File: src/rtl/wave_pkg.sv
// Shared definitions for the PWM wave mixer: waveform mode encodings,
// the sine table generator and the mix scaling helper.
package wave_pkg;

    typedef enum logic [1:0] {
        MODE_SINE   = 2'd0,
        MODE_SAW    = 2'd1,
        MODE_TRI    = 2'd2,
        MODE_SQUARE = 2'd3
    } wave_mode_e;

    // pi in Q30 fixed point
    localparam longint PI_Q30 = 64'sd3373259426;

    // Returns round((2^width-1)/2 * (1 + sin(2*pi*idx/2^width))) using only
    // integer arithmetic, so the table is a pure elaboration-time constant.
    // The angle is folded into the first quadrant and sin() is evaluated by
    // a Taylor series in Q30; rounding is half-up.
    function automatic int sine_sample(input int idx, input int width);
        longint n_l;
        longint quarter_l;
        longint idx_l;
        longint quad_l;
        longint r_l;
        longint x_l;
        longint x2_l;
        longint term_l;
        longint s_l;
        longint m_l;
        longint num_l;
        n_l       = 64'sd1 <<< width;
        quarter_l = n_l >>> 2;
        idx_l     = longint'(idx) % n_l;
        quad_l    = idx_l / quarter_l;
        r_l       = idx_l % quarter_l;
        if ((quad_l % 64'sd2) == 64'sd1) begin
            r_l = quarter_l - r_l;
        end
        x_l    = (PI_Q30 * r_l) / (64'sd2 * quarter_l);
        x2_l   = (x_l * x_l) >>> 30;
        term_l = x_l;
        s_l    = x_l;
        for (int k = 1; k <= 8; k++) begin
            term_l = -((term_l * x2_l) >>> 30) / longint'((2 * k) * (2 * k + 1));
            s_l    = s_l + term_l;
        end
        if (quad_l >= 64'sd2) begin
            s_l = -s_l;
        end
        m_l   = n_l - 64'sd1;
        num_l = m_l * ((64'sd1 <<< 30) + s_l) + (64'sd1 <<< 30);
        num_l = num_l >>> 31;
        if (num_l < 64'sd0) begin
            num_l = 64'sd0;
        end
        if (num_l > m_l) begin
            num_l = m_l;
        end
        return int'(num_l);
    endfunction

    // Right-shift that keeps the sum of n full-scale samples within full
    // scale: ceil(log2(n)), with 0 for n of 0 or 1. Covers n up to 8.
    function automatic int mix_shift(input int n);
        int s;
        s = 0;
        for (int k = 0; k < 4; k++) begin
            if ((1 << k) < n) begin
                s = k + 1;
            end
        end
        return s;
    endfunction

endpackage

File: src/rtl/wave_shaper.sv
// Combinational waveform generator: maps a mode and the top phase bits to
// an unsigned sample of full scale 2^PWM_W-1.
module wave_shaper
    import wave_pkg::*;
#(
    parameter int PWM_W = 6
) (
    input  wave_mode_e       mode,
    input  logic [PWM_W-1:0] p,
    output logic [PWM_W-1:0] sample
);

    localparam int N = 2 ** PWM_W;

    logic [PWM_W-1:0] sine_lut_s [N];
    logic [PWM_W-1:0] tri_s;

    for (genvar gi = 0; gi < N; gi++) begin : g_sine_lut
        localparam int SINE_VAL = sine_sample(gi, PWM_W);
        assign sine_lut_s[gi] = PWM_W'(SINE_VAL);
    end

    // Select the sample for the requested waveform
    always_comb begin
        sample = '0;
        tri_s  = {p[PWM_W-2:0], 1'b0};
        case (mode)
            MODE_SINE:   sample = sine_lut_s[p];
            MODE_SAW:    sample = p;
            // Falling half is M minus the doubled phase, i.e. its complement
            MODE_TRI:    sample = p[PWM_W-1] ? ~tri_s : tri_s;
            MODE_SQUARE: sample = p[PWM_W-1] ? '1 : '0;
            default:     sample = '0;
        endcase
    end

endmodule

File: src/rtl/pwm_wave_mixer.sv
// Multi-channel waveform mixer driving a single PWM output. Each frame the
// enabled channels advance their phase, their samples are summed one per
// cycle, scaled down by the enabled-channel count, and the result becomes
// the duty of the following frame.
module pwm_wave_mixer #(
    parameter int NUM_CH  = 4,
    parameter int PWM_W   = 6,
    parameter int PHASE_W = 16
) (
    input  logic               Local_clk,
    input  logic               Local_rst_n,
    input  logic [NUM_CH-1:0]  Enable_SW,
    input  logic               cfg_we,
    input  logic [2:0]         cfg_ch,
    input  logic [1:0]         cfg_mode,
    input  logic [PHASE_W-1:0] cfg_step,
    output logic               Pulse,
    output logic [PWM_W-1:0]   Duty_Sum,
    output logic               frame_tick
);

    import wave_pkg::*;

    localparam int                ACC_W    = PWM_W + 3;
    localparam logic [PWM_W-1:0]  CNT_LAST = '1;
    localparam logic [PWM_W-1:0]  MIX_DONE = PWM_W'(NUM_CH + 1);

    logic [PWM_W-1:0]   count_r;
    wave_mode_e         shadow_mode_r [NUM_CH];
    logic [PHASE_W-1:0] shadow_step_r [NUM_CH];
    wave_mode_e         active_mode_r [NUM_CH];
    logic [NUM_CH-1:0]  active_en_r;
    logic [PHASE_W-1:0] phase_r [NUM_CH];
    logic [ACC_W-1:0]   acc_r;
    logic [PWM_W-1:0]   mix_r;
    logic [PWM_W-1:0]   duty_r;
    logic               pulse_r;
    logic               tick_r;

    logic               frame_start_s;
    wave_mode_e         sel_mode_s;
    logic [PWM_W-1:0]   sel_p_s;
    logic               sel_en_s;
    logic [PWM_W-1:0]   sample_s;
    logic [3:0]         en_cnt_s;
    logic [1:0]         shift_s;

    assign frame_start_s = (count_r == '0);
    assign Pulse         = pulse_r;
    assign Duty_Sum      = duty_r;
    assign frame_tick    = tick_r;

    // Free-running frame counter; one wrap is one PWM frame
    always_ff @(posedge Local_clk or negedge Local_rst_n) begin
        if (!Local_rst_n) begin
            count_r <= '0;
        end else begin
            count_r <= count_r + PWM_W'(1);
        end
    end

    // Shadow configuration; indices beyond the channel count match nothing
    always_ff @(posedge Local_clk or negedge Local_rst_n) begin
        if (!Local_rst_n) begin
            for (int i = 0; i < NUM_CH; i++) begin
                shadow_mode_r[i] <= MODE_SINE;
                shadow_step_r[i] <= '0;
            end
        end else begin
            for (int i = 0; i < NUM_CH; i++) begin
                if (cfg_we && (cfg_ch == 3'(i))) begin
                    shadow_mode_r[i] <= wave_mode_e'(cfg_mode);
                    shadow_step_r[i] <= cfg_step;
                end
            end
        end
    end

    // Frame boundary: latch config and enables, advance or clear phases.
    // The step is consumed directly from the shadow at the moment it is
    // copied, so it never needs its own active register.
    always_ff @(posedge Local_clk or negedge Local_rst_n) begin
        if (!Local_rst_n) begin
            active_en_r <= '0;
            for (int i = 0; i < NUM_CH; i++) begin
                active_mode_r[i] <= MODE_SINE;
                phase_r[i]       <= '0;
            end
        end else if (frame_start_s) begin
            active_en_r <= Enable_SW;
            for (int i = 0; i < NUM_CH; i++) begin
                active_mode_r[i] <= shadow_mode_r[i];
                phase_r[i]       <= Enable_SW[i] ? (phase_r[i] + shadow_step_r[i]) : '0;
            end
        end
    end

    // Pick the channel whose mix slot is this cycle (count 1..NUM_CH)
    always_comb begin
        sel_mode_s = MODE_SINE;
        sel_p_s    = '0;
        sel_en_s   = 1'b0;
        for (int i = 0; i < NUM_CH; i++) begin
            sel_mode_s = (count_r == PWM_W'(i + 1)) ? active_mode_r[i] : sel_mode_s;
            sel_p_s    = (count_r == PWM_W'(i + 1)) ? phase_r[i][PHASE_W-1 -: PWM_W] : sel_p_s;
            sel_en_s   = (count_r == PWM_W'(i + 1)) ? active_en_r[i] : sel_en_s;
        end
    end

    wave_shaper #(
        .PWM_W (PWM_W)
    ) u_wave_shaper (
        .mode   (sel_mode_s),
        .p      (sel_p_s),
        .sample (sample_s)
    );

    // Scale factor from the number of channels active this frame
    always_comb begin
        en_cnt_s = '0;
        for (int i = 0; i < NUM_CH; i++) begin
            en_cnt_s = en_cnt_s + 4'(active_en_r[i]);
        end
        shift_s = 2'(mix_shift(int'(en_cnt_s)));
    end

    // Sequential accumulation of one enabled channel per cycle
    always_ff @(posedge Local_clk or negedge Local_rst_n) begin
        if (!Local_rst_n) begin
            acc_r <= '0;
        end else if (frame_start_s) begin
            acc_r <= '0;
        end else if (sel_en_s) begin
            acc_r <= acc_r + ACC_W'(sample_s);
        end
    end

    // Scale the finished sum, then hold it until the frame's last cycle so
    // the duty only ever changes on a frame boundary
    always_ff @(posedge Local_clk or negedge Local_rst_n) begin
        if (!Local_rst_n) begin
            mix_r  <= '0;
            duty_r <= '0;
        end else begin
            if (count_r == MIX_DONE) begin
                mix_r <= PWM_W'(acc_r >> shift_s);
            end
            if (count_r == CNT_LAST) begin
                duty_r <= mix_r;
            end
        end
    end

    // Registered PWM comparator and frame-start marker
    always_ff @(posedge Local_clk or negedge Local_rst_n) begin
        if (!Local_rst_n) begin
            pulse_r <= 1'b0;
            tick_r  <= 1'b0;
        end else begin
            pulse_r <= (count_r < duty_r);
            tick_r  <= (count_r == CNT_LAST);
        end
    end

endmodule

File: config.mk
export PLATFORM = sky130hd
export DESIGN_NAME = pwm_wave_mixer
export DESIGN_NICKNAME = d
export VERILOG_FILES = /design/src/rtl/wave_pkg.sv /design/src/rtl/wave_shaper.sv /design/src/rtl/pwm_wave_mixer.sv
export SDC_FILE = /design/constraint.sdc
export NUM_CORES = 1
export LEC_CHECK = 0
export BUFFER_PORTS_ARGS = -buffer_cell sky130_fd_sc_hd__buf_2
export CAP_MARGIN = 20
export CORE_MARGIN = 2
export CORE_UTILIZATION = 45
export CTS_CLUSTER_DIAMETER = 40
export DETAILED_ROUTE_END_ITERATION = 7
export PLACE_DENSITY_LB_ADDON = 0.12
export SYNTH_ARGS = -nofsm -noshare
export SYNTH_HDL_FRONTEND = slang
export SYNTH_SLANG_ARGS = --single-unit
File: constraint.sdc
create_clock -name Local_clk -period 7.51 [get_ports Local_clk]
set_input_delay 1.502 -clock Local_clk [delete_from_list [all_inputs] [get_ports Local_clk]]
set_output_delay 1.502 -clock Local_clk [all_outputs]
set_load 0.05 [all_outputs]
==> results of run 1 <==
[worst max path at each step]
stage                     to  slack (ns)  cells past startpoint
CTS                 acc_r[8]        2.36                     23
global placement    acc_r[8]        2.49                     23
floorplan           acc_r[8]        3.26                     25
global route        acc_r[8]        1.81                     23
finish              acc_r[8]        2.33                     23
detailed placement  acc_r[8]        2.39                     23
[Yosys cell counts, types with 27 or more instances]
| cell | number | area, um^2 |
|---|---|---|
| sky130_fd_sc_hd__a22o_1 | 28 | 245 |
| sky130_fd_sc_hd__o21ai_0 | 63 | 315 |
| sky130_fd_sc_hd__nand3_1 | 34 | 170 |
| sky130_fd_sc_hd__xnor2_1 | 32 | 280 |
| sky130_fd_sc_hd__inv_1 | 27 | 101 |
| sky130_fd_sc_hd__nor2_1 | 80 | 300 |
| sky130_fd_sc_hd__dfrtp_1 | 177 | 4430 |
| sky130_fd_sc_hd__clkbuf_1 | 28 | 105 |
| sky130_fd_sc_hd__a21oi_1 | 49 | 245 |
| sky130_fd_sc_hd__mux2_2 | 78 | 878 |
| sky130_fd_sc_hd__ha_1 | 86 | 1080 |
| sky130_fd_sc_hd__nand2_1 | 141 | 529 |
[power breakdown]
group,switching [uW],internal (uW)
clock,448,550
sequential,104,1090
combinational,396,379
total,948,2020
[logic make-up (layout without fill, tap and decap cells)]
logic type,after synthesis,after routing,share of synthesized area [%]
AND/OR/NAND/NOR,338,338,14.2
flip-flops,177,177,40.6
AO/OA/AOI/OAI,277,277,17.9
buffers and inverters,68,104,2.50
multiplexers,92,92,9.39
adder cells (fa/ha/maj),92,92,11.0
XOR/XNOR,55,55,4.41
[flip-flops by register name (all words and copies together) (netlist names)]
register / flops
count_r: 6
frame_tick: 1
acc_r: 9
Duty_Sum: 6
active_en_r: 4
active_mode_r: 8
Pulse: 1
phase_r: 64
mix_r: 6
shadow_mode_r: 8
shadow_step_r: 64
[routing by layer]
metal	wire length [um]	track usage, %
met5	0	0
met4	287	4.79
met3	579	3.01
met2	12400	35.0
met1	12200	28.1
[cell type report]
class	count	area, um^2	share of cell area (%)
tap	319	399	3.30
clock inverter	15	230	1.90
multi-input combinational	854	6250	51.7
sequential	177	4430	36.6
timing repair buffer	44	251	2.08
clock buffer	17	425	3.52
inverter	28	105	0.869
[tightest hold or removal path, stage by stage, from the launching register on]
cell	delay, ns
sky130_fd_sc_hd__dfrtp_1	0.35
sky130_fd_sc_hd__nand2_1	0.05
sky130_fd_sc_hd__nand2_1	0.05
[through the flow]
stage	area (um^2)	std cells	setup slack (ns)	hold slack, ns
floorplan	10900	1099	3.26	0.433
global route	12100	1454	1.81	0.485
detailed placement	11400	1422	2.39	0.452
CTS	12100	1454	2.36	0.474
finish	12100	1454	2.33	0.469
global placement	11400	1422	2.49	0.446
==> results, run 1 <==
- For the pin with the worst max-slew slack, the measured transition is ~0.93 ns.
- On the critical path the largest part of the delay comes from compound AO/OA/AOI/OAI gates.
- The critical-path maximum fanout is 10.
- The dominant register cell in the synthesized netlist is sky130_fd_sc_hd__dfrtp_1.
- The number of setup buffers added after CTS is 0.
- On the worst path, the slowest cell contributes a delay of 0.55 ns.
- Leaving out fill and tap cells, the most frequent cell in the layout is sky130_fd_sc_hd__dfrtp_1.
- The minimum setup slack among reg-to-reg paths is approximately 2.3 ns.
- The sink of the worst hold path is active_mode_r[1].
- The cell count after synthesis is 1,099.
- The data arrival time at the worst-slack endpoint is 5.49 ns.
- The core area is roughly 0.024 mm^2.
- The worst vdd rail ir drop is ~0.15 mV.
- During synthesis, Yosys emitted a total of 0 warnings.
- The routed wirelength normalized by instance count is 17.5 um.
- For this design the static power due to leakage is 0.00561 uW.
- Of all flip-flops after synthesis, the portion carrying an async set or reset was 100%.
- The worst setup path is captured at a flop.
- After detailed routing, the number of vias per cell comes to 5.66.
- The capture instance of the worst register-to-register path is acc_r[8].
- The number of hold-slack violations in the final timing report is 0.
- The run finished with clean final reports.
- The insertion delay of the later-clocked pin in the worst-skew pair is 0.44 ns.
- Of the synthesized area, sequential elements account for 40.6%.
- CTS saw 177 sinks.
- The cell area that synthesis handed to floorplanning was 0.0109 mm^2.
- In this run, post-CTS repair resized a total of 0 instances.
- The hold-fix buffer count after cts is 0.
- The worst hold path depth is 2.
- The number of design rule violations left after detail routing is 0.
- The detailed router finished its first iteration with slightly below 600 violations.
- The initial antenna violation count was 0.
- The number of CTS-inserted buffers is 17.
- In this run, synthesis inferred 0 flip-flops with an integrated enable.
- The utilization after layout is ~51%.
- Compared with the post-synthesis result, the final layout area differs by 10.8%.
- The via count of the first global-routing pass is around 8,000.
- In this run the horizontal extent of the chip is 160 um.
- The startpoint of the most critical setup path is count_r[0].
- For this run, the top clock speed supported by timing is about 190 MHz.
- The sum of overflow across all layers after global routing is 0.
- The level count of the clock H-tree is 4.
- Setup repair after global routing left no endpoint under its margin.
- STA classifies the critical path startpoint as a flop.
- The final-report max-slew violation count is 0.
- For the final database, setup skew stands at about 0.013 ns.
- The detailed-router iteration count before antenna repair is 5.
- The net count of the mapped netlist is about 1,200.
- The total buffers and inverters traversed by the critical path is 3.
- The power density over the cells is 246 mW/mm^2.
- Max-cap violations in this run came to 0.
- The worst-case clock buffer depth is 2.
- The total track usage is between 20% and 30%.
- The number of setup violations in the final report is 0.
- After the last flow step, the layout net total stands at 1,242.
- Cells with a size suffix above 1 make up 15.7% of the layout.
- Yosys mapped the design onto 72 distinct sky130hd cell types.
- For this block, the via count after detailed routing is between 8,000 and 9,000.
- The quantity of I/O buffers inserted on ports is 35.
- The post-layout total power is 2970 uW.
- Headroom to the max-slew limit came out at about two fifths.
- The die covers approximately 0.026 mm^2.
- The flip-flop and latch count after synthesis is 177.
- Among all stages on the critical path, the largest delay is contributed by sky130_fd_sc_hd__nor2b_1.
- The tightest min-delay check is of the reg2reg type.
- Row generation in the floorplan step produced between 50 and 60 rows.
- The initial utilization of the core area, before any placement, comes to between 40% and 50%.
- For this block, the routed nets add up to 25.4 mm of wire.
- The antenna diode count is 0.
- The cell sitting at the root of the clock tree is a sky130_fd_sc_hd__clkbuf_16.
- The worst register-to-register path begins at count_r[0].
- The number of routed nets with antenna violations is 0.
- The worst setup path is of the reg2reg kind.
- The time the worst path needs with I/O delays and setup is roughly 5.2 ns.
- In the final timing run, aggregate negative setup slack is 0 ns.
- In the layout the commonest cells are 177 x sky130_fd_sc_hd__dfrtp_1, 141 x sky130_fd_sc_hd__nand2_1, 86 x sky130_fd_sc_hd__ha_1.
- For the worst flop-to-flop path, the logic depth is 23.
- 36 I/O pins were placed.
- Measured along the y axis, the die boundary spans roughly 160 um.
- The beginning of the worst hold path is shadow_mode_r[1].
- The final HPWL from detailed placement is 17.9 mm.
- The worst path required time is ~8 ns.
- Walking the worst path, the cells encountered are inv_1 > ha_1 > nor2b_1 > a221oi_1 > nor4_4 > inv_1 > ha_1 > mux2i_1 > a211oi_1 > a311oi_1 > o21ai_0 > nand2_1 > ha_1 > inv_1 > fa_1 > nor2b_1 > o21ai_0 > a21boi_0 > o21ai_0 > a21oi_1 > nand3_1 > xor2_1 > nor2_1.
- After layout, the worst path uses slightly below 70% of the clock period.
- The clock tree from TritonCTS is built.
- The first global-routing pass estimated about 43 mm of wire.
- A synthesized cell averages 9.93 um^2.
- The largest net degree at the start of global routing is 90.
- The final weighted congestion of routability-driven global placement is 0.793.
- Clock-pin slew was measured on the worst setup and hold paths at roughly 0.070 ns.
- The filler cell count in the final layout is approximately 2,200.
Note: power is estimated with default switching activity, not from simulation.
==> run 2: changes to the inputs <==
Settings changed: ABC_AREA set to 1.
Clock period 7.51 ns to 5 ns, I/O delays scaled along.
==> results, run 2 <==
- The clock tree root buffer cell is sky130_fd_sc_hd__clkbuf_16 (unchanged).
- The worst-case headroom to the max-slew limit is 48.2% (was 38.1%).
- The number of routed nets with antenna violations was 0 (unchanged).
- The insertion delay of the later-clocked pin in the worst-skew pair was 0.44 ns (about the same).
- The synthesized area is 0.0109 mm^2 (about the same).
- The total via count after detailed routing is 9,024 (was 8,226).
- The power density over the cells was 350 mW/mm^2 (was 246 mW/mm^2).
- The number of cells on the worst reg-to-reg path is 25 (was 23).
- The count of flip-flops with a built-in enable after synthesis is 0 (unchanged).
- The clock tree from TritonCTS is built (unchanged).
- The area fraction of the dominant cell type after synthesis is 40.7% (was 40.6%).
- The number of top-level design ports was 36 (unchanged).
- The first-pass GRT wire length came to 43.9 mm (was 42.6 mm).
- The initial antenna violation count was 0 (unchanged).
- The most frequent standard cell in the layout excluding fill and tap cells is sky130_fd_sc_hd__nand2_1 (was sky130_fd_sc_hd__dfrtp_1).
- The number of design rule violations left after detail routing came to 0 (unchanged).
- The final weighted congestion of routability-driven global placement is 0.868 (was 0.793).
- The worst min-delay path class is reg2reg (unchanged).
- The hold-fix buffer count after cts was 0 (unchanged).
- The height of the die is 159 um (was 160 um).
- The antenna diode count was 0 (unchanged).
- The fraction of power spent switching nets is 33.5% (was 31.9%).
- The data arrival time at the worst-slack endpoint came to 4.75 ns (was 5.49 ns).
- The starting DRC count in detailed routing is 545 (was 578).
- The register area share after synthesis is 40.7% (was 40.6%).
- The net count of the mapped netlist is 1,484 (was 1,219).
- The synthesis-to-layout area growth is 10.6% (was 10.8%).
- The capture instance of the worst register-to-register path is acc_r[8] (unchanged).
- The transition time at the pin with the least slew margin is 0.777 ns (was 0.926 ns).
- The number of hold-slack violations in the final timing report is 0 (unchanged).
- The number of warning messages in the yosys log came to 0 (unchanged).
- The proportion of register bits with asynchronous set or reset after synthesis is 100% (unchanged).
- The number of setup buffers added after CTS is 0 (unchanged).
- Top cells by area in the synthesized netlist: sky130_fd_sc_hd__dfrtp_1 41%, sky130_fd_sc_hd__nand2_1 12%, sky130_fd_sc_hd__ha_1 9.9% (was sky130_fd_sc_hd__dfrtp_1 41%, sky130_fd_sc_hd__ha_1 9.9%, sky130_fd_sc_hd__mux2_2 8.0%).
- The final-report max-slew violation count is 0 (unchanged).
- The starting utilization of the core area is 46.0% (was 46.2%).
- The worst vdd rail ir drop is 0.177 mV (was 0.149 mV).
- The dominant register cell in the synthesized netlist is sky130_fd_sc_hd__dfrtp_1 (unchanged).
- The via count of the first global-routing pass is 8,706 (was 8,033).
- The highest clock frequency the design can meet was 225 MHz (was 193 MHz).
- The beginning of the worst register-to-register path is count_r[0] (unchanged).
- The internal power is 2800 uW (was 2020 uW).
- RSZ-0062 raised after global routing: false (unchanged).
- The number of instances resized during post-cts repair came to 0 (unchanged).
- The quantity of I/O buffers inserted on ports was 35 (unchanged).
- The most area-hungry cell type in the Yosys netlist is sky130_fd_sc_hd__dfrtp_1 (unchanged).
- The site row count is 56 (unchanged).
- The number of library cell types mapped by synthesis is 46 (was 72).
- The relative contribution of the clock network to total power was 33.7% (was 33.6%).
- The worst-case clock buffer depth was 2 (unchanged).
- The core area is 0.0236 mm^2 (unchanged).
- The post-layout instance count excluding filler cells is 1,726 (was 1,454).
- The final cycle utilization of the critical path is 88.8% (was 69.0%).
- The flip-flop and latch count after synthesis is 177 (unchanged).
- The total routed wirelength came to 26.1 mm (was 25.4 mm).
- The switching power of the nets is 1410 uW (was 948 uW).
- The CTS sink count is 177 (unchanged).
- The net total in the final layout came to 1,514 (was 1,242).
- The time the worst path needs with I/O delays and setup is 4.44 ns (was 5.18 ns).
- The type of destination of the critical path was a flop (unchanged).
- The startpoint kind of the worst setup timing path is a flop (unchanged).
- The most frequently used cell type in the post-synthesis netlist is sky130_fd_sc_hd__nand2_1 (was sky130_fd_sc_hd__dfrtp_1).
- The average footprint of a synthesized cell was 7.97 um^2 (was 9.93 um^2).
- The final HPWL from detailed placement is 19.2 mm (was 17.9 mm).
- The worst path required time came to 5.31 ns (was 7.82 ns).
- The minimum setup slack among reg-to-reg paths is 0.56 ns (was 2.33 ns).
- The largest net degree at the start of global routing was 96 (was 90).
- The standby leakage power is 0.00624 uW (was 0.00561 uW).
- Result of the run: finished clean (unchanged).
- The cell count after synthesis was 1,364 (was 1,099).
- The level count of the clock H-tree was 4 (unchanged).
- The routed wirelength normalized by instance count came to 15.1 um (was 17.5 um).
- The area of the die is 0.0254 mm^2 (was 0.0255 mm^2).
- The fraction of final layout cells with drive strength greater than 1 is 8.17% (was 15.7%).
- The number of setup violations in the final report is 0 (unchanged).
- The category of the most critical setup path is reg2reg (unchanged).
- The sum of overflow across all layers after global routing is 0 (unchanged).
- The die extent in x came to 159 um (was 160 um).
- The worst setup path endpoint is acc_r[8] (unchanged).
- The number of max-cap violations is 0 (unchanged).
- The combinational group share of total power is 23.8% (was 26.1%).
- The detailed-route vias per instance is 5.23 (was 5.66).
- The startpoint of the most critical setup path is count_r[0] (unchanged).
- The clock slew seen by the registers of the worst setup and hold paths is 0.07 ns (about the same).
- Biggest registers after layout: phase_r x64, shadow_step_r x64, acc_r x9 (unchanged).
- The number of CTS-inserted buffers was 17 (unchanged).
- The detailed-router iteration count before antenna repair came to 4 (was 5).
- The portion of total power attributed to sequential cells is 42.6% (was 40.3%).
- The clock tree skew after final layout is 0.0170 ns (was 0.0129 ns).
- List of most frequent post-synthesis cells: 355 x sky130_fd_sc_hd__nand2_1, 190 x sky130_fd_sc_hd__o21ai_0, 177 x sky130_fd_sc_hd__dfrtp_1, 133 x sky130_fd_sc_hd__inv_1, 100 x sky130_fd_sc_hd__a21oi_1 (was 177 x sky130_fd_sc_hd__dfrtp_1, 141 x sky130_fd_sc_hd__nand2_1, 86 x sky130_fd_sc_hd__ha_1, 80 x sky130_fd_sc_hd__nor2_1, 78 x sky130_fd_sc_hd__mux2_2).
- The cell count after placement is 1,692 (was 1,422).
- The critical-path maximum fanout is 12 (was 10).
- The total track usage came to 21.3% (was 20.7%).
- The final-layout setup total negative slack was 0 ns (unchanged).
- Commonest non-fill, non-tap cells in the layout: 355 x sky130_fd_sc_hd__nand2_1, 190 x sky130_fd_sc_hd__o21ai_0, 177 x sky130_fd_sc_hd__dfrtp_1 (was 177 x sky130_fd_sc_hd__dfrtp_1, 141 x sky130_fd_sc_hd__nand2_1, 86 x sky130_fd_sc_hd__ha_1).
- The filler cell count in the final layout is 2,325 (was 2,202).
-- run 2: worst min-delay path by stage --
stage                           from                to  cells past startpoint
floorplan           active_mode_r[2]  active_mode_r[2]                      2
global placement    active_mode_r[1]  active_mode_r[1]                      2
detailed placement  shadow_mode_r[4]  active_mode_r[4]                      2
CTS                 shadow_mode_r[4]  active_mode_r[4]                      2
global route        shadow_mode_r[4]  active_mode_r[4]                      2
finish              shadow_mode_r[4]  active_mode_r[4]                      2
-- run 2: area by class of cell --
type | count | area [um^2] | share of cell area, %
Clock buffer | 18 | 429 | 3.57
Clock inverter | 14 | 188 | 1.56
Inverter | 140 | 533 | 4.43
Multi-Input combinational cell | 1013 | 5750 | 47.9
Sequential cell | 177 | 4430 | 36.9
Tap cell | 319 | 399 | 3.32
Timing Repair Buffer | 45 | 287 | 2.38
-- run 2: power by group through the flow --
stage	Sequential (uW)	Clock, uW	Combinational [uW]
final	1790	1420	1000
after global routing	1820	1510	1170
after CTS	1790	1450	999
after detailed placement	1820	0	994
after global placement	1820	0	976
after floorplan	1770	0	776
-- run 2: worst max-delay path, cell delays in order, from the launching register on --
cell and delay [ns]:
sky130_fd_sc_hd__dfrtp_1 0.43, sky130_fd_sc_hd__inv_1 0.12, sky130_fd_sc_hd__ha_1 0.15, sky130_fd_sc_hd__inv_1 0.09, sky130_fd_sc_hd__nor3_4 0.50, sky130_fd_sc_hd__nand2_1 0.14
sky130_fd_sc_hd__nand3_2 0.19, sky130_fd_sc_hd__inv_1 0.16, sky130_fd_sc_hd__ha_1 0.34, sky130_fd_sc_hd__inv_1 0.06, sky130_fd_sc_hd__nand4_1 0.13, sky130_fd_sc_hd__nand2_1 0.13
sky130_fd_sc_hd__a21oi_1 0.07, sky130_fd_sc_hd__nor2_1 0.11, sky130_fd_sc_hd__nor2_1 0.06, sky130_fd_sc_hd__nor2_1 0.08, sky130_fd_sc_hd__ha_1 0.17, sky130_fd_sc_hd__inv_1 0.05
sky130_fd_sc_hd__fa_1 0.40, sky130_fd_sc_hd__o21ai_0 0.38, sky130_fd_sc_hd__nand2_1 0.08, sky130_fd_sc_hd__o21ai_0 0.11, sky130_fd_sc_hd__xor2_1 0.17, sky130_fd_sc_hd__nor2_1 0.05
sky130_fd_sc_hd__nand2_1 0.08, sky130_fd_sc_hd__o21ai_0 0.08
-- run 2: metrics by stage --
stage	hold slack (ns)	worst slack, ns	util (%)	total power, uW	area (um^2)
after global routing	0.510	0.0922	50.9	4490	12000
after CTS	0.474	0.561	50.8	4240	12000
final	0.474	0.561	50.9	4210	12000
after detailed placement	0.458	0.583	48.1	2810	11400
after global placement	0.455	0.667	48.1	2790	11400
after floorplan	0.435	1.25	-	2540	10900
-- run 2: kinds of logic (layout without fill, tap and decap cells) --
kind of cell | after synthesis | after routing | share of synthesized area (%)
adder cells (fa/ha/maj) | 92 | 92 | 11.0
buffers and inverters | 174 | 217 | 6.39
flip-flops | 177 | 177 | 40.7
AND/OR/NAND/NOR | 542 | 542 | 22.1
AO/OA/AOI/OAI | 347 | 347 | 17.2
XOR/XNOR | 32 | 32 | 2.58
-- run 2: per-layer routing --
| metal | vias up | wire length [um] | GRT usage (%) |
|---|---|---|---|
| met4 | 0 | 622 | 6.94 |
| met1 | 4211 | 12800 | 29.3 |
| li1 | 4642 | - | - |
| met2 | 139 | 11900 | 34.6 |
| met3 | 32 | 830 | 3.39 |
| met5 | - | 0 | 0 |
==> run 3: changes to the inputs <==
Settings changed: ABC_AREA 1 to not set, SKIP_CTS_REPAIR_TIMING set to 1.
==> results, run 3 (synthesized netlist as in run 1, its figures left out) <==
- Result of the run: finished clean (unchanged).
- The quantity of I/O buffers inserted on ports is 35 (unchanged).
- The portion of total power attributed to sequential cells is 41.9% (was 42.6%).
- The sequential cell area was 0.00443 mm^2 (unchanged).
- The setup slack of the critical path after layout is 0.352 ns (was 0.561 ns).
- The insertion delay of the later-clocked pin in the worst-skew pair is 0.43 ns (was 0.44 ns).
- The switching power of the nets is 1370 uW (was 1410 uW).
- The category of the most critical setup path was reg2reg (unchanged).
- The level count of the clock H-tree was 4 (unchanged).
- Commonest non-fill, non-tap cells in the layout: 177 x sky130_fd_sc_hd__dfrtp_1, 141 x sky130_fd_sc_hd__nand2_1, 85 x sky130_fd_sc_hd__ha_1 (was 355 x sky130_fd_sc_hd__nand2_1, 190 x sky130_fd_sc_hd__o21ai_0, 177 x sky130_fd_sc_hd__dfrtp_1).
- The area of the multi-input gates is 0.00626 mm^2 (was 0.00575 mm^2).
- The minimum setup slack after placement is 0.241 ns (was 0.583 ns).
- The startpoint kind of the worst setup timing path is a flop (unchanged).
- The final HPWL from detailed placement is 18.1 mm (was 19.2 mm).
- The fraction of final layout cells with drive strength greater than 1 was 16.8% (was 8.17%).
- The clock tree from TritonCTS is built (unchanged).
- The number of max-cap violations is 0 (unchanged).
- Biggest registers after layout: phase_r x64, shadow_step_r x64, acc_r x9 (unchanged).
- The routed wirelength normalized by instance count came to 17.5 um (was 15.1 um).
- The sum of overflow across all layers after global routing was 0 (unchanged).
- The starting DRC count in detailed routing is 507 (was 545).
- The clock tree skew after final layout came to 0.0160 ns (was 0.0170 ns).
- The via count of the first global-routing pass came to 8,101 (was 8,706).
- The synthesis-to-layout area growth is 11.3% (was 10.6%).
- The area of the die came to 0.0255 mm^2 (was 0.0254 mm^2).
- The detailed-router iteration count before antenna repair came to 5 (was 4).
- The site row count came to 56 (unchanged).
- The most frequent standard cell in the layout excluding fill and tap cells is sky130_fd_sc_hd__dfrtp_1 (was sky130_fd_sc_hd__nand2_1).
- The CTS sink count is 177 (unchanged).
- The number of routed nets with antenna violations is 0 (unchanged).
- The relative contribution of the clock network to total power is 31.0% (was 33.7%).
- The worst-case headroom to the max-slew limit was 35.8% (was 48.2%).
- The die extent in x was 160 um (was 159 um).
- The number of CTS-inserted buffers was 17 (unchanged).
- The combinational group share of total power came to 27.1% (was 23.8%).
- The time the worst path needs with I/O delays and setup is 4.65 ns (was 4.44 ns).
- The data arrival time at the worst-slack endpoint is 4.96 ns (was 4.75 ns).
- The total routed wirelength is 25.7 mm (was 26.1 mm).
- The final-layout setup total negative slack was 0 ns (unchanged).
- The number of hold-slack violations in the final timing report is 0 (unchanged).
- The worst path required time came to 5.31 ns (about the same).
- The clock slew seen by the registers of the worst setup and hold paths is 0.08 ns (was 0.07 ns).
- The total via count after detailed routing is 8,246 (was 9,024).
- The clock tree root buffer cell was sky130_fd_sc_hd__clkbuf_16 (unchanged).
- The critical-path maximum fanout is 7 (was 12).
- The power density over the cells is 354 mW/mm^2 (was 350 mW/mm^2).
- The core area is 0.0236 mm^2 (unchanged).
- The post-layout total power is 4290 uW (was 4210 uW).
- The final cycle utilization of the critical path is 93.0% (was 88.8%).
- The net total in the final layout is 1,254 (was 1,514).
- The worst-case clock buffer depth is 2 (unchanged).
- RSZ-0062 raised after global routing: false (unchanged).
- The fraction of power spent switching nets came to 32.0% (was 33.5%).
- The highest clock frequency the design can meet is 215 MHz (was 225 MHz).
- The initial antenna violation count is 0 (unchanged).
- The final-report max-slew violation count is 0 (unchanged).
- The internal power is 2920 uW (was 2800 uW).
- The worst min-delay path class is reg2reg (unchanged).
- The type of destination of the critical path is a flop (unchanged).
- The height of the die is 160 um (was 159 um).
- The total track usage is 20.8% (was 21.3%).
- The final hold slack is 0.466 ns (was 0.474 ns).
- The antenna diode count is 0 (unchanged).
- The standby leakage power is 0.00563 uW (was 0.00624 uW).
- The number of top-level design ports came to 36 (unchanged).
- The detailed-route vias per instance was 5.62 (was 5.23).
- The worst vdd rail ir drop is 0.208 mV (was 0.177 mV).
- The filler cell count in the final layout is 2,174 (was 2,325).
- The transition time at the pin with the least slew margin is 0.963 ns (was 0.777 ns).
- The number of design rule violations left after detail routing is 0 (unchanged).
- The final weighted congestion of routability-driven global placement came to 0.831 (was 0.868).
- The first-pass GRT wire length came to 42.4 mm (was 43.9 mm).
- The starting utilization of the core area was 46.2% (was 46.0%).
- The number of setup violations in the final report was 0 (unchanged).
- The largest net degree at the start of global routing is 117 (was 96).
==> run 3: changes by cell type in the layout (fill, tap and decap cells not counted), sizes merged, moves of 18 or more <==
| cell | delta |
|---|---|
| a22o | +21 |
| o21ai | -125 |
| a21o | +18 |
| nand3 | -44 |
| xnor2 | +21 |
| inv | -112 |
| mux2 | +80 |
| nand2 | -223 |
| nand4 | -21 |
| a21oi | -50 |
| nor3 | +18 |
==> run 3: metrics by stage <==
| step | utilization [%] | std cells | area [um^2] |
|---|---|---|---|
| 6_report | 51.4 | 1466 | 12100 |
| 5_1_grt | 51.4 | 1466 | 12100 |
| 4_1_cts | 51.3 | 1463 | 12100 |
| 3_5_place_dp | 48.8 | 1431 | 11500 |
| 3_3_place_gp | 48.8 | 1431 | 11500 |
| 2_1_floorplan | - | 1099 | 10900 |
==> run 3: final cells by class <==
type	count	share of cell area (%)
Timing Repair Buffer	56	3.02
Inverter	28	0.866
Clock buffer	19	3.57
Tap cell	319	3.29
Multi-Input combinational cell	854	51.6
Sequential cell	177	36.5
Clock inverter	13	1.19
==> run 3: power groups by stage <==
stage	clock, uW	sequential [uW]	combinational [uW]
after floorplan	0	1770	949
after global placement	0	1820	1150
after detailed placement	0	1830	1160
after CTS	1370	1800	1170
after global routing	1420	1830	1330
final	1330	1800	1160
==> run 3: final timing paths <==
| path | start | endpoint | slack (ns) | cells past startpoint |
|---|---|---|---|---|
| max | count_r[0] | acc_r[8] | 0.35 | 23 |
| min | shadow_mode_r[6] | active_mode_r[6] | 0.47 | 2 |
| max reg2reg | count_r[0] | acc_r[8] | 0.35 | 23 |
| min reg2reg | shadow_mode_r[6] | active_mode_r[6] | 0.47 | 2 |
| max in group asynchronous | Local_rst_n | phase_r[52] | 3.41 | 2 |
| min in group asynchronous | Local_rst_n | Pulse | 0.68 | 1 |
==> run 3: worst max-delay path: stages (launching register included) <==
cell	delay (ns)
sky130_fd_sc_hd__dfrtp_1	0.43
sky130_fd_sc_hd__inv_1	0.13
sky130_fd_sc_hd__ha_1	0.24
sky130_fd_sc_hd__nor2b_2	0.23
sky130_fd_sc_hd__buf_4	0.19
sky130_fd_sc_hd__nand4b_1	0.10
sky130_fd_sc_hd__a22o_2	0.30
sky130_fd_sc_hd__ha_1	0.38
sky130_fd_sc_hd__mux2i_1	0.20
sky130_fd_sc_hd__nor2_1	0.07
sky130_fd_sc_hd__o21ai_0	0.17
sky130_fd_sc_hd__a41oi_1	0.16
sky130_fd_sc_hd__nand2_1	0.15
sky130_fd_sc_hd__ha_1	0.18
sky130_fd_sc_hd__inv_1	0.06
sky130_fd_sc_hd__fa_1	0.40
sky130_fd_sc_hd__nor2b_1	0.12
sky130_fd_sc_hd__o21ai_0	0.11
sky130_fd_sc_hd__a21boi_0	0.24
sky130_fd_sc_hd__o21ai_0	0.11
sky130_fd_sc_hd__a21oi_1	0.22
sky130_fd_sc_hd__nand3_1	0.12
sky130_fd_sc_hd__xor2_1	0.16
sky130_fd_sc_hd__nor2_1	0.05
==> run 3: metal layers <==
layer  wire length [um]  global-route usage (%)  vias to the layer above
met2              12300                    34.7                      126
met4                516                    5.99                        0
li1                   -                       -                     4069
met5                  0                       0                        -
met1              12200                    28.1                     4022
met3                663                    3.06                       29
